## src/rtl/data_mem_pkg.sv

```systemverilog
// Shared types and helpers for the dual-port data memory.
package data_mem_pkg;

   typedef enum logic {CLEAR, RUN} mem_state_t;

   function automatic int mem_depth(input int addr_size);
      return 1 << addr_size;
   endfunction

endpackage

```

## src/rtl/mem_clear_seq.sv

```systemverilog
// Post-reset clear sequencer: walks clr_addr over every word, then raises ready_o.
module mem_clear_seq
   import data_mem_pkg::*;
#(
   parameter int ADDR_SIZE = 5
) (
   input  logic                 clk,
   input  logic                 rstn,
   output logic                 clr_we_o,
   output logic [ADDR_SIZE-1:0] clr_addr_o,
   output logic                 ready_o
);

   mem_state_t           state_q, state_d;
   logic [ADDR_SIZE:0]   clr_addr_q, clr_addr_d;

   // NOTE: sequential state uses non-blocking assignments so every flop samples pre-edge values.
   always_ff @(posedge clk) begin
      if (!rstn) begin
         state_q    <= CLEAR;
         clr_addr_q <= '0;
      end else begin
         state_q    <= state_d;
         clr_addr_q <= clr_addr_d;
      end
   end

   // NOTE: defaults first, so every path assigns every output and no latch is inferred.
   always_comb begin
      state_d    = state_q;
      clr_addr_d = clr_addr_q;
      unique case (state_q)
         CLEAR: begin
            clr_addr_d = clr_addr_q + {{ADDR_SIZE{1'b0}}, 1'b1};
            // MSB set means the last word has just been cleared; no second pass.
            if (clr_addr_d[ADDR_SIZE]) state_d = RUN;
         end
         RUN:     state_d = RUN;
         default: state_d = CLEAR;
      endcase
   end

   assign clr_we_o   = rstn && (state_q == CLEAR);
   assign clr_addr_o = clr_addr_q[ADDR_SIZE-1:0];
   assign ready_o    = (state_q == RUN);

endmodule

```

## src/rtl/data_mem_dp.sv

```systemverilog
// Dual-port data memory with registered read and post-reset clear.
// DATA_MEM_BYPASS_EN selects write-first on same-address collisions (default read-first).
module data_mem_dp
   import data_mem_pkg::*;
#(
   parameter int DATA_SIZE = 8,
   parameter int ADDR_SIZE = 5
) (
   input  logic                 clk,
   input  logic                 rstn,
   input  logic                 WE,
   input  logic [ADDR_SIZE-1:0] WR_ADDR,
   input  logic [DATA_SIZE-1:0] WR_DATA,
   input  logic                 RE,
   input  logic [ADDR_SIZE-1:0] RD_ADDR,
   output logic [DATA_SIZE-1:0] RD_DATA,
   output logic                 RD_VALID,
   output logic                 READY
);

   localparam int DEPTH = mem_depth(ADDR_SIZE);

   logic [DATA_SIZE-1:0] mem_q [DEPTH];
   logic                 clr_we;
   logic [ADDR_SIZE-1:0] clr_addr;
   logic                 ready;
   logic                 wr_en, rd_en;
   logic [DATA_SIZE-1:0] rd_data_q, rd_data_d;
   logic                 rd_valid_q, rd_valid_d;

   mem_clear_seq #(.ADDR_SIZE(ADDR_SIZE)) u_clear_seq (
      .clk        (clk),
      .rstn       (rstn),
      .clr_we_o   (clr_we),
      .clr_addr_o (clr_addr),
      .ready_o    (ready)
   );

   assign wr_en = rstn && ready && WE;
   assign rd_en = rstn && ready && RE;

   // NOTE: the array has no reset branch; the clear sequencer zeroes it, keeping it mappable to RAM.
   always_ff @(posedge clk) begin
      if (clr_we)     mem_q[clr_addr] <= '0;
      else if (wr_en) mem_q[WR_ADDR]  <= WR_DATA;
   end

   always_comb begin
      rd_valid_d = rd_en;
      rd_data_d  = rd_data_q;
      if (rd_en) begin
`ifdef DATA_MEM_BYPASS_EN
         if (wr_en && (WR_ADDR == RD_ADDR)) rd_data_d = WR_DATA;
         else                               rd_data_d = mem_q[RD_ADDR];
`else
         rd_data_d = mem_q[RD_ADDR];
`endif
      end
   end

   always_ff @(posedge clk) begin
      if (!rstn) begin
         rd_data_q  <= '0;
         rd_valid_q <= 1'b0;
      end else begin
         rd_data_q  <= rd_data_d;
         rd_valid_q <= rd_valid_d;
      end
   end

   assign RD_DATA  = rd_data_q;
   assign RD_VALID = rd_valid_q;
   assign READY    = ready;

endmodule
```

## config.mk

```make
export PLATFORM = sky130hd
export DESIGN_NAME = data_mem_dp
export DESIGN_NICKNAME = d
export VERILOG_FILES = /design/src/rtl/data_mem_pkg.sv /design/src/rtl/mem_clear_seq.sv /design/src/rtl/data_mem_dp.sv
export SDC_FILE = /design/constraint.sdc
export NUM_CORES = 1
export LEC_CHECK = 0
export ABC_AREA = 1
export BUFFER_PORTS_ARGS = -buffer_cell sky130_fd_sc_hd__buf_4
export CAP_MARGIN = 25
export CORE_MARGIN = 10
export CORE_UTILIZATION = 29
export CTS_CLUSTER_DIAMETER = 60
export DETAILED_ROUTE_END_ITERATION = 10
export PLACE_DENSITY = 0.53
export SYNTH_ARGS = -nofsm -noshare
export SYNTH_HDL_FRONTEND = slang
export SYNTH_SLANG_ARGS = --single-unit
```

## constraint.sdc

```tcl
create_clock -name clk -period 2.15 [get_ports clk]
set_clock_uncertainty 0.05 [all_clocks]
set_input_delay 0.3225 -clock clk [delete_from_list [all_inputs] [get_ports clk]]
set_output_delay 0.3225 -clock clk [all_outputs]
set_load 0.01 [all_outputs]
```

==> results.sh, run 1 <==
export IMPL_status="finished clean"
export IMPL_drt_wl_total_mm=28.23
export IMPL_r2r_start="u_clear_seq.ready_o"
export IMPL_hpwlAfterDp_mm=17.59
export IMPL_edff_count_synth=256
export IMPL_cts_max_level=1
export IMPL_clk_root_buffer_cell="sky130_fd_sc_hd__clkbuf_16"
export IMPL_wire_per_inst_um=17.58
export IMPL_timing_critical_path_arrival_ps=2190
export IMPL_critical_path_max_fanout=12
export IMPL_globalRouteTotalUtil_pct=11.80
export IMPL_drt_first_iter_violations=663
export IMPL_hold_path_end="u_clear_seq.clr_addr_q[1]"
export IMPL_tightest_slew_ps=452.6
export IMPL_initial_utilization_pct=29.25
export IMPL_area_growth_synth_to_final_pct=19.63
export IMPL_static_leakage_power_nw=5.013
export IMPL_synth_ff_latch_count=272
export IMPL_maxSlewViolCount=0
export IMPL_vias=7312
export IMPL_finalWorstPathRequiredPeriod_ps=1988
export IMPL_setup_violations=0
export IMPL_fraction_of_final_layout_cells_with_drive_strength_greater_than_1_pct=15.07
export IMPL_nFillCells=3801
export IMPL_unrepaired_setup_endpoints_after_global_routing="no"
export IMPL_synthesized_nets=1023
export IMPL_top_level_ports=32
export IMPL_numClockSinks=272
export IMPL_synth_async_reset_ratio_pct=0
export IMPL_cts_clk_slew_worst_paths_ps=60
export IMPL_gr_total_overflow=0
export IMPL_fin_nets=1087
export IMPL_synth_warning_count=0
export IMPL_grt_pass1_vias=7230
export IMPL_port_buffer_count=31
export IMPL_worst_min_path_start="rstn"
export IMPL_worst_skew_pair_latency_ps=550
export IMPL_postSynth_topFlopCell="sky130_fd_sc_hd__edfxtp_1"
export IMPL_whs_path_depth=3
export IMPL_drt_pass1_iter_count=4
export IMPL_cts_hold_buffers_added=0
export IMPL_fp_coreArea_mm2=0.03847
export IMPL_gpl_final_weighted_congestion=0.8049
export IMPL_postSynthCellCount=1000
export IMPL_cts_tree="built"
export IMPL_power_per_cell_area_mw_per_mm2=875.8
export IMPL_post_cts_resize_count=0
export IMPL_placementRows=72
export IMPL_design_die_area_mm2=0.04707
export IMPL_tritoncts_buffers=30
export IMPL_irDropWorstVdd_mv=0.4138
export IMPL_setup_worst_path_start_class="register"
export IMPL_crit_required_ps=2350
export IMPL_synthDistinctLibCells=23
export IMPL_ant_nets=0
export IMPL_grt_start_max_net_pins=65
export IMPL_timing_max_slew_rel_slack_pct=69.83
export IMPL_post_route_period_util_pct=92.48
export IMPL_timing_fmax_mhz=502.9
export IMPL_die_h_um=217.0
export IMPL_drc_violation_count_after_routing=0
export IMPL_num_antenna_cells=0
export IMPL_power_total_mw=11.79
export IMPL_worstReg2RegEnd="mem_q[21][2]"
export IMPL_critical_path_endpoint_type="register"
export IMPL_cap_viol_max_count=0
export IMPL_critical_path_class="reg -> reg"
export IMPL_r2r_slack_ps=160
export IMPL_min_path_type="in -> reg"
export IMPL_setup_tns_final_ps=0
export IMPL_clk_path_buf_depth=3
export IMPL_fp_dieW_um=217.0
export IMPL_post_cts_repair_setup_buffers=0
export IMPL_hold_viol_final=0
export IMPL_antenna_violations_before_repair=0
export IMPL_postLayoutCoreUtil_pct=34.99
export IMPL_post_synth_instance_area_mm2=0.01125
export IMPL_multi_input_area_mm2=0.002830
export IMPL_post_synth_cell_area_avg_um2=11.25
export IMPL_reg2regPathDepth=7
export IMPL_seq_area_mm2=0.008008
export IMPL_seq_area_frac_synth_pct=71.17
export IMPL_via_to_cell_ratio=4.553
export IMPL_grt_pass1_wl_mm=43.27
==> registers in the layout, indices dropped and copies added, names as in the netlist <==
register	flops
mem_q	256
RD_DATA	8
u_clear_seq.clr_addr_q	6
RD_VALID	1
u_clear_seq.ready_o	1
==> worst max-delay path by stage <==
stage	slack, ps	end	start
2_1_floorplan	160	mem_q[0][0]	u_clear_seq.ready_o
3_3_place_gp	140	mem_q[9][0]	rstn
3_5_place_dp	100	mem_q[21][4]	rstn
4_1_cts	140	mem_q[21][6]	u_clear_seq.ready_o
5_1_grt	0.7	mem_q[9][7]	u_clear_seq.ready_o
6_report	160	mem_q[21][2]	u_clear_seq.ready_o
==> power by group <==
part / leakage, nW / switching, mW / internal [mW]
registers: 2.36 / 0.0112 / 5.74
clock network: 0.506 / 2.08 / 3.35
logic: 2.15 / 0.411 / 0.192
==> cell type report <==
class                      instances  area share (%)
clock buffer                      33           5.819
tap                              518           4.815
multi-input combinational        643           21.03
sequential                       272           59.50
inverter                          29          0.8181
clock inverter                    23           2.092
timing repair buffer              88           5.931
==> synth_stat cells, types with 4 or more instances <==
library cell,instances,share of area [%]
sky130_fd_sc_hd__a21oi_1,6,0.27
sky130_fd_sc_hd__inv_1,25,0.83
sky130_fd_sc_hd__clkbuf_1,9,0.30
sky130_fd_sc_hd__buf_2,25,1.1
sky130_fd_sc_hd__buf_4,14,0.93
sky130_fd_sc_hd__nand2_1,344,11
sky130_fd_sc_hd__buf_6,4,0.40
sky130_fd_sc_hd__nor2_2,4,0.22
sky130_fd_sc_hd__nand3_1,227,10
sky130_fd_sc_hd__dfxtp_1,16,2.8
sky130_fd_sc_hd__nor2_1,42,1.4
sky130_fd_sc_hd__nand3_2,4,0.36
sky130_fd_sc_hd__edfxtp_1,256,68
sky130_fd_sc_hd__o21ai_2,6,0.47
sky130_fd_sc_hd__buf_1,4,0.13
==> cells in the final DEF, fill, tap and decap left out, drive strengths merged, types with 4 or more instances in the layout <==
master	count
edfxtp	256
buf	88
inv	29
nand2	347
o21ai	9
clkinvlp	4
nand3	232
a21oi	6
clkbuf	33
dfxtp	16
bufinv	6
nor2	46
clkinv	13
==> metal layers <==
metal / share of wire (%) / GRT usage [%]
met1: 45 / 15.72
met2: 49 / 19.96
met3: 4.3 / 1.304
met4: 1.8 / 3.239
met5: 0 / 0
==> logic make-up (layout without fill, tap and decap cells) <==
kind of cell,Yosys count,in the layout,share of synthesized area [%]
AOI/OAI and AO/OA,15,15,0.8674
xor gates and xnor gates,1,1,0.07786
and+or+nand+nor,626,626,23.92
buffers and inverters,85,173,3.848
adders and majority gates,1,1,0.1112
DFF,272,272,71.17
==> per-stage QoR <==
stage,instance area (um^2),cells,setup slack (ps),hold slack (ps)
floorplan,11250,1000,156.6,395.8
global route,13460,1606,0.7165,71.38
detailed placement,12390,1550,102.1,409.4
global placement,12390,1550,137.8,411.2
CTS,13460,1606,137.8,41.12
finish,13460,1606,161.6,64.38
==> worst max-delay path: stages (launching register included) <==
cell and delay [ps]:
sky130_fd_sc_hd__dfxtp_1 370, sky130_fd_sc_hd__nand3_4 210, sky130_fd_sc_hd__nand2_1 130, sky130_fd_sc_hd__o21ai_2 80
sky130_fd_sc_hd__inv_1 110, sky130_fd_sc_hd__nand3_2 310, sky130_fd_sc_hd__nor2_1 220, sky130_fd_sc_hd__buf_4 200
Power figures use the tool's default switching activity.
==> run 2, diff against run 1 <==
--- a/config.mk
+++ b/config.mk
@@ -11,5 +11,5 @@
 export CORE_MARGIN = 10
 export CORE_UTILIZATION = 29
-export CTS_CLUSTER_DIAMETER = 60
+export CTS_CLUSTER_DIAMETER = 80
 export DETAILED_ROUTE_END_ITERATION = 10
 export PLACE_DENSITY = 0.53
==> constraint.sdc (replaced) <==
create_clock -name clk -period 2.2 [get_ports clk]
set_clock_uncertainty 0.05 [all_clocks]
set_input_delay 0.11 -clock clk [delete_from_list [all_inputs] [get_ports clk]]
set_output_delay 0.11 -clock clk [all_outputs]
set_load 0.01 [all_outputs]
==> results.sh, run 2 (synthesis results as in run 1) <==
export IMPL_timing_fmax_mhz=509.6
export IMPL_crit_start="u_clear_seq.ready_o"
export IMPL_tritoncts_buffers=28
export IMPL_grt_start_max_net_pins=65
export IMPL_maxSlewViolCount=0
export IMPL_fin_nets=1084
export IMPL_power_switching_fraction_pct=21.15
export IMPL_die_h_um=217.0
export IMPL_via_to_cell_ratio=4.604
export IMPL_status="finished clean"
export IMPL_drt_pass1_iter_count=5
export IMPL_hold_viol_final=0
export IMPL_unrepaired_setup_endpoints_after_global_routing="no"
export IMPL_fp_dieW_um=217.0
export IMPL_worst_skew_pair_latency_ps=530
export IMPL_vias=7375
export IMPL_stdcell_area_mm2=0.01333
export IMPL_largest_register="mem_q"
export IMPL_finalWorstPathRequiredPeriod_ps=1962
export IMPL_critical_path_max_fanout=12
export IMPL_gr_usage_met2_pct=20.70
export IMPL_worst_min_path_start="WR_DATA[1]"
export IMPL_cpPeakStageDelay_ps=370
export IMPL_largest_reg_flops=256
export IMPL_hpwlAfterDp_mm=18.20
export IMPL_top_level_ports=32
export IMPL_gr_total_overflow=0
export IMPL_fraction_of_final_layout_cells_with_drive_strength_greater_than_1_pct=14.40
export IMPL_grt_met1_usage_pct=16.21
export IMPL_dpl_instance_area_mm2=0.01237
export IMPL_critPathSlowestCell="sky130_fd_sc_hd__dfxtp_1"
export IMPL_initial_utilization_pct=29.25
export IMPL_tightest_slew_ps=488.8
export IMPL_setup_violations=0
export IMPL_grt_pass1_wl_mm=44.26
export IMPL_cts_max_level=1
export IMPL_grt_pass1_vias=7310
export IMPL_placementRows=72
export IMPL_most_frequent_standard_cell_in_the_layout_excluding_fill_and_tap_cells="sky130_fd_sc_hd__nand2_1"
export IMPL_drt_first_iter_violations=647
export IMPL_irDropWorstVdd_mv=0.3491
export IMPL_critical_path_endpoint_type="register"
export IMPL_fin_ws_ps=237.7
export IMPL_pwr_share_clk_pct=43.5
export IMPL_cell_internal_pwr_mw=8.650
export IMPL_globalRouteTotalUtil_pct=12.19
export IMPL_static_leakage_power_nw=4.955
export IMPL_gr_busiest_metal="met2"
export IMPL_design_die_area_mm2=0.04707
export IMPL_cts_clk_slew_worst_paths_ps=70
export IMPL_gpl_final_weighted_congestion=0.8274
export IMPL_setup_worst_path_start_class="register"
export IMPL_cts_tree="built"
export IMPL_min_path_type="in -> reg"
export IMPL_area_growth_synth_to_final_pct=18.47
export IMPL_timing_max_slew_rel_slack_pct=67.41
export IMPL_drt_wl_total_mm=29.36
export IMPL_holdWs_ps=84.04
export IMPL_place_ws_ps=241.8
export IMPL_cp_cell_sequence="nand3_4, nand2_1, o21ai_2, inv_1, nand3_2, nor2_1, buf_4"
export IMPL_combinationalPowerShare_pct=5.3
export IMPL_antenna_violations_before_repair=0
export IMPL_port_buffer_count=31
export IMPL_power_per_cell_area_mw_per_mm2=823.0
export IMPL_clk_root_buffer_cell="sky130_fd_sc_hd__clkbuf_16"
export IMPL_power_switching_mw=2.320
export IMPL_grt_util_met3_pct=1.401
export IMPL_sequentialPowerShare_pct=51.2
export IMPL_post_cts_resize_count=0
export IMPL_clk_path_buf_depth=3
export IMPL_numClockSinks=272
export IMPL_timing_critical_path_arrival_ps=2160
export IMPL_drc_violation_count_after_routing=0
export IMPL_post_route_period_util_pct=89.19
export IMPL_fp_coreArea_mm2=0.03847
export IMPL_r2r_start="u_clear_seq.ready_o"
export IMPL_nFillCells=3836
export IMPL_crit_required_ps=2390
export IMPL_cap_viol_max_count=0
export IMPL_critical_path_class="reg -> reg"
export IMPL_wire_per_inst_um=18.33
export IMPL_ant_nets=0
export IMPL_r2r_slack_ps=240
export IMPL_final_cell_mix="sky130_fd_sc_hd__nand2_1 (344), sky130_fd_sc_hd__edfxtp_1 (256), sky130_fd_sc_hd__nand3_1 (227)"
export IMPL_setup_tns_final_ps=0
[run 2: stage by stage]
stage                     power (mW)  std cells  util [%]
after CTS                      11.07       1601     34.64
final                          10.97       1602     34.65
after floorplan                6.115       1000         -
after global routing           11.34       1601     34.64
after detailed placement       6.309       1547     32.16
after global placement         6.307       1547     32.16
[run 2: layout make-up]
type,instances,area (um^2),share of cell area [%]
well taps,518,648.1,4.862
repair buffers,87,795.8,5.970
diodes,1,2.502,0.01877
flip-flops and latches,272,8008,60.08
clock inverters,20,197.7,1.483
clock buffers,32,737.0,5.529
inverters,29,110.1,0.8261
multi-input cells,643,2830,21.23
[run 2: layer usage]
layer / routed length, um / share of wire, %
met5: 0 / 0
met4: 459 / 1.6
met3: 1538 / 5.2
met2: 14390 / 49
met1: 12970 / 44
[run 2: power groups by stage]
stage	Combinational, mW	Clock (mW)	Sequential, mW
floorplan	0.388	0	5.73
global placement	0.576	0	5.73
detailed placement	0.577	0	5.73
CTS	0.582	4.87	5.62
global route	0.641	5.08	5.62
finish	0.578	4.77	5.62
[run 2: path summary, 6_finish.rpt]
path	end	depth (start not counted)
worst min register to register	u_clear_seq.clr_addr_q[5]	2
worst max register to register	mem_q[10][6]	7
worst min-delay path	mem_q[18][1]	4
worst max-delay path	mem_q[10][6]	7
[run 2: critical path, delay by kind of cell, from the launching register on]
kind	cells	cell delay, ps
compound gates	1	80
buf+inv	2	270
flops	1	370
simple gates	4	890
[run 2: what timing repair did]
action,4_1_cts,5_1_grt
buffers inserted,0,0
hold endpoints to repair,15,0
hold buffers,2,0
==> run 3, diff against run 2 <==
==> constraint.sdc (replaced) <==
create_clock -name clk -period 2.2 [get_ports clk]
set_clock_uncertainty 0.05 [all_clocks]
set_input_delay 0.22 -clock clk [delete_from_list [all_inputs] [get_ports clk]]
set_output_delay 0.22 -clock clk [all_outputs]
set_load 0.01 [all_outputs]
==> results.sh, run 3 (synthesis results as in run 1) <==
export IMPL_r2r_start="u_clear_seq.ready_o"
export IMPL_static_leakage_power_nw=4.939
export IMPL_holdWs_ps=111.0
export IMPL_area_growth_synth_to_final_pct=18.44
export IMPL_critical_path_max_fanout=15
export IMPL_most_frequent_standard_cell_in_the_layout_excluding_fill_and_tap_cells="sky130_fd_sc_hd__nand2_1"
export IMPL_post_route_period_util_pct=93.75
export IMPL_hold_viol_final=0
export IMPL_drt_wl_total_mm=29.02
export IMPL_final_cell_mix="sky130_fd_sc_hd__nand2_1 (344), sky130_fd_sc_hd__edfxtp_1 (256), sky130_fd_sc_hd__nand3_1 (227)"
export IMPL_timing_fmax_mhz=484.9
export IMPL_maxSlewViolCount=0
export IMPL_seq_area_mm2=0.008008
export IMPL_via_to_cell_ratio=4.590
export IMPL_worst_min_path_start="RD_ADDR[4]"
export IMPL_setup_worst_path_start_class="primary input"
export IMPL_placementRows=72
export IMPL_crit_required_ps=2390
export IMPL_clk_path_buf_depth=3
export IMPL_multi_input_area_mm2=0.002830
export IMPL_cts_hold_buffers_added=1
export IMPL_initial_utilization_pct=29.25
export IMPL_fraction_of_final_layout_cells_with_drive_strength_greater_than_1_pct=14.14
export IMPL_cap_viol_max_count=0
export IMPL_critical_path_endpoint_type="register"
export IMPL_cp_cell_sequence="dlygate4sd3_1, buf_4, nand3_4, nand2_1, o21ai_2, inv_1, nand3_2, nor2_1, buf_4"
export IMPL_drt_pass1_iter_count=7
export IMPL_timing_critical_path_arrival_ps=2250
export IMPL_critPathSlowestCell="sky130_fd_sc_hd__dlygate4sd3_1"
export IMPL_dpl_instance_area_mm2=0.01238
export IMPL_post_cts_repair_setup_buffers=0
export IMPL_drt_first_iter_violations=562
export IMPL_drc_violation_count_after_routing=0
export IMPL_irDropWorstVdd_mv=0.6872
export IMPL_gr_total_overflow=0
export IMPL_critPathBufInv=4
export IMPL_routed_top_layer="met4"
export IMPL_critical_path_top_delay_family="buffers and inverters"
export IMPL_tritoncts_buffers=28
export IMPL_fp_coreArea_mm2=0.03847
export IMPL_gpl_final_weighted_congestion=0.8267
export IMPL_tightest_slew_ps=489.7
export IMPL_stdcell_area_mm2=0.01333
export IMPL_timing_max_slew_rel_slack_pct=67.32
export IMPL_clk_root_buffer_cell="sky130_fd_sc_hd__clkbuf_16"
export IMPL_crit_start="rstn"
export IMPL_status="finished clean"
export IMPL_globalRouteTotalUtil_pct=12.03
export IMPL_grt_pass1_wl_mm=43.76
export IMPL_nFillCells=3826
export IMPL_antenna_violations_before_repair=0
export IMPL_num_antenna_cells=0
export IMPL_min_path_type="in -> reg"
export IMPL_vias=7344
export IMPL_setup_violations=0
export IMPL_wire_per_inst_um=18.14
export IMPL_routed_wl_met3_mm=1.285
export IMPL_finalWorstPathRequiredPeriod_ps=2062
export IMPL_fin_nets=1083
export IMPL_top_level_ports=32
export IMPL_cts_tree="built"
export IMPL_setup_tns_final_ps=0
export IMPL_power_per_cell_area_mw_per_mm2=822.6
export IMPL_critical_path_s_most_frequent_cell="sky130_fd_sc_hd__buf_4"
export IMPL_cts_max_level=1
export IMPL_hpwlAfterDp_mm=18.14
export IMPL_ant_nets=0
export IMPL_grt_start_max_net_pins=65
export IMPL_postLayoutCoreUtil_pct=34.64
export IMPL_cts_clk_slew_worst_paths_ps=60
export IMPL_port_buffer_count=31
export IMPL_fin_cells=1600
export IMPL_cpPeakStageDelay_ps=530
export IMPL_post_cts_resize_count=0
export IMPL_largest_register="mem_q"
export IMPL_largest_reg_flops=256
export IMPL_unrepaired_setup_endpoints_after_global_routing="no"
export IMPL_die_h_um=217.0
export IMPL_fp_dieW_um=217.0
export IMPL_grt_pass1_vias=7248
export IMPL_met1_length_mm=13.00
export IMPL_design_die_area_mm2=0.04707
export IMPL_numPlacedInstances=1547
export IMPL_numClockSinks=272
export IMPL_worst_skew_pair_latency_ps=540
export IMPL_detailroute_wirelength_met2_mm=14.15
export IMPL_critical_path_class="in -> reg"
run 3: through the flow:
step | setup slack, ps | total power [mW]
2_1_floorplan | 206.6 | 6.115
3_3_place_gp | 210.4 | 6.303
3_5_place_dp | 183.6 | 6.304
4_1_cts | 195.9 | 11.04
5_1_grt | 56.81 | 11.34
6_report | 137.5 | 10.96
run 3: where the power goes:
| part | switching [mW] | internal [mW] |
|---|---|---|
| registers | 0.0115 | 5.61 |
| logic | 0.394 | 0.179 |
| clock network | 1.89 | 2.88 |
| total | 2.30 | 8.67 |
run 3: metal layers:
layer | up-vias | GRT usage (%)
met3 | 34 | 1.387
li1 | 3579 | -
met4 | 0 | 3.356
met5 | - | 0
met2 | 188 | 20.19
met1 | 3543 | 16.10
run 3: final cells by class:
cell class	instances	share of cell area [%]
clock buffers	44	6.094
clock inverters	8	0.8920
inverters	29	0.8263
multi-input cells	643	21.24
flip-flops and latches	272	60.09
well taps	518	4.864
repair buffers	86	5.991
run 3: final timing paths:
check,to,slack [ps],cells past startpoint
max,mem_q[5][6],140,9
min,RD_DATA[4],110,4
max reg2reg,mem_q[5][6],210,7
min reg2reg,RD_DATA[3],420,2
run 3: tightest hold or removal path, cell delays in order:
cell and delay [ps]:
sky130_fd_sc_hd__buf_4 160, sky130_fd_sc_hd__nand3_1 100, sky130_fd_sc_hd__nand3_1 100, sky130_fd_sc_hd__nand2_1 80
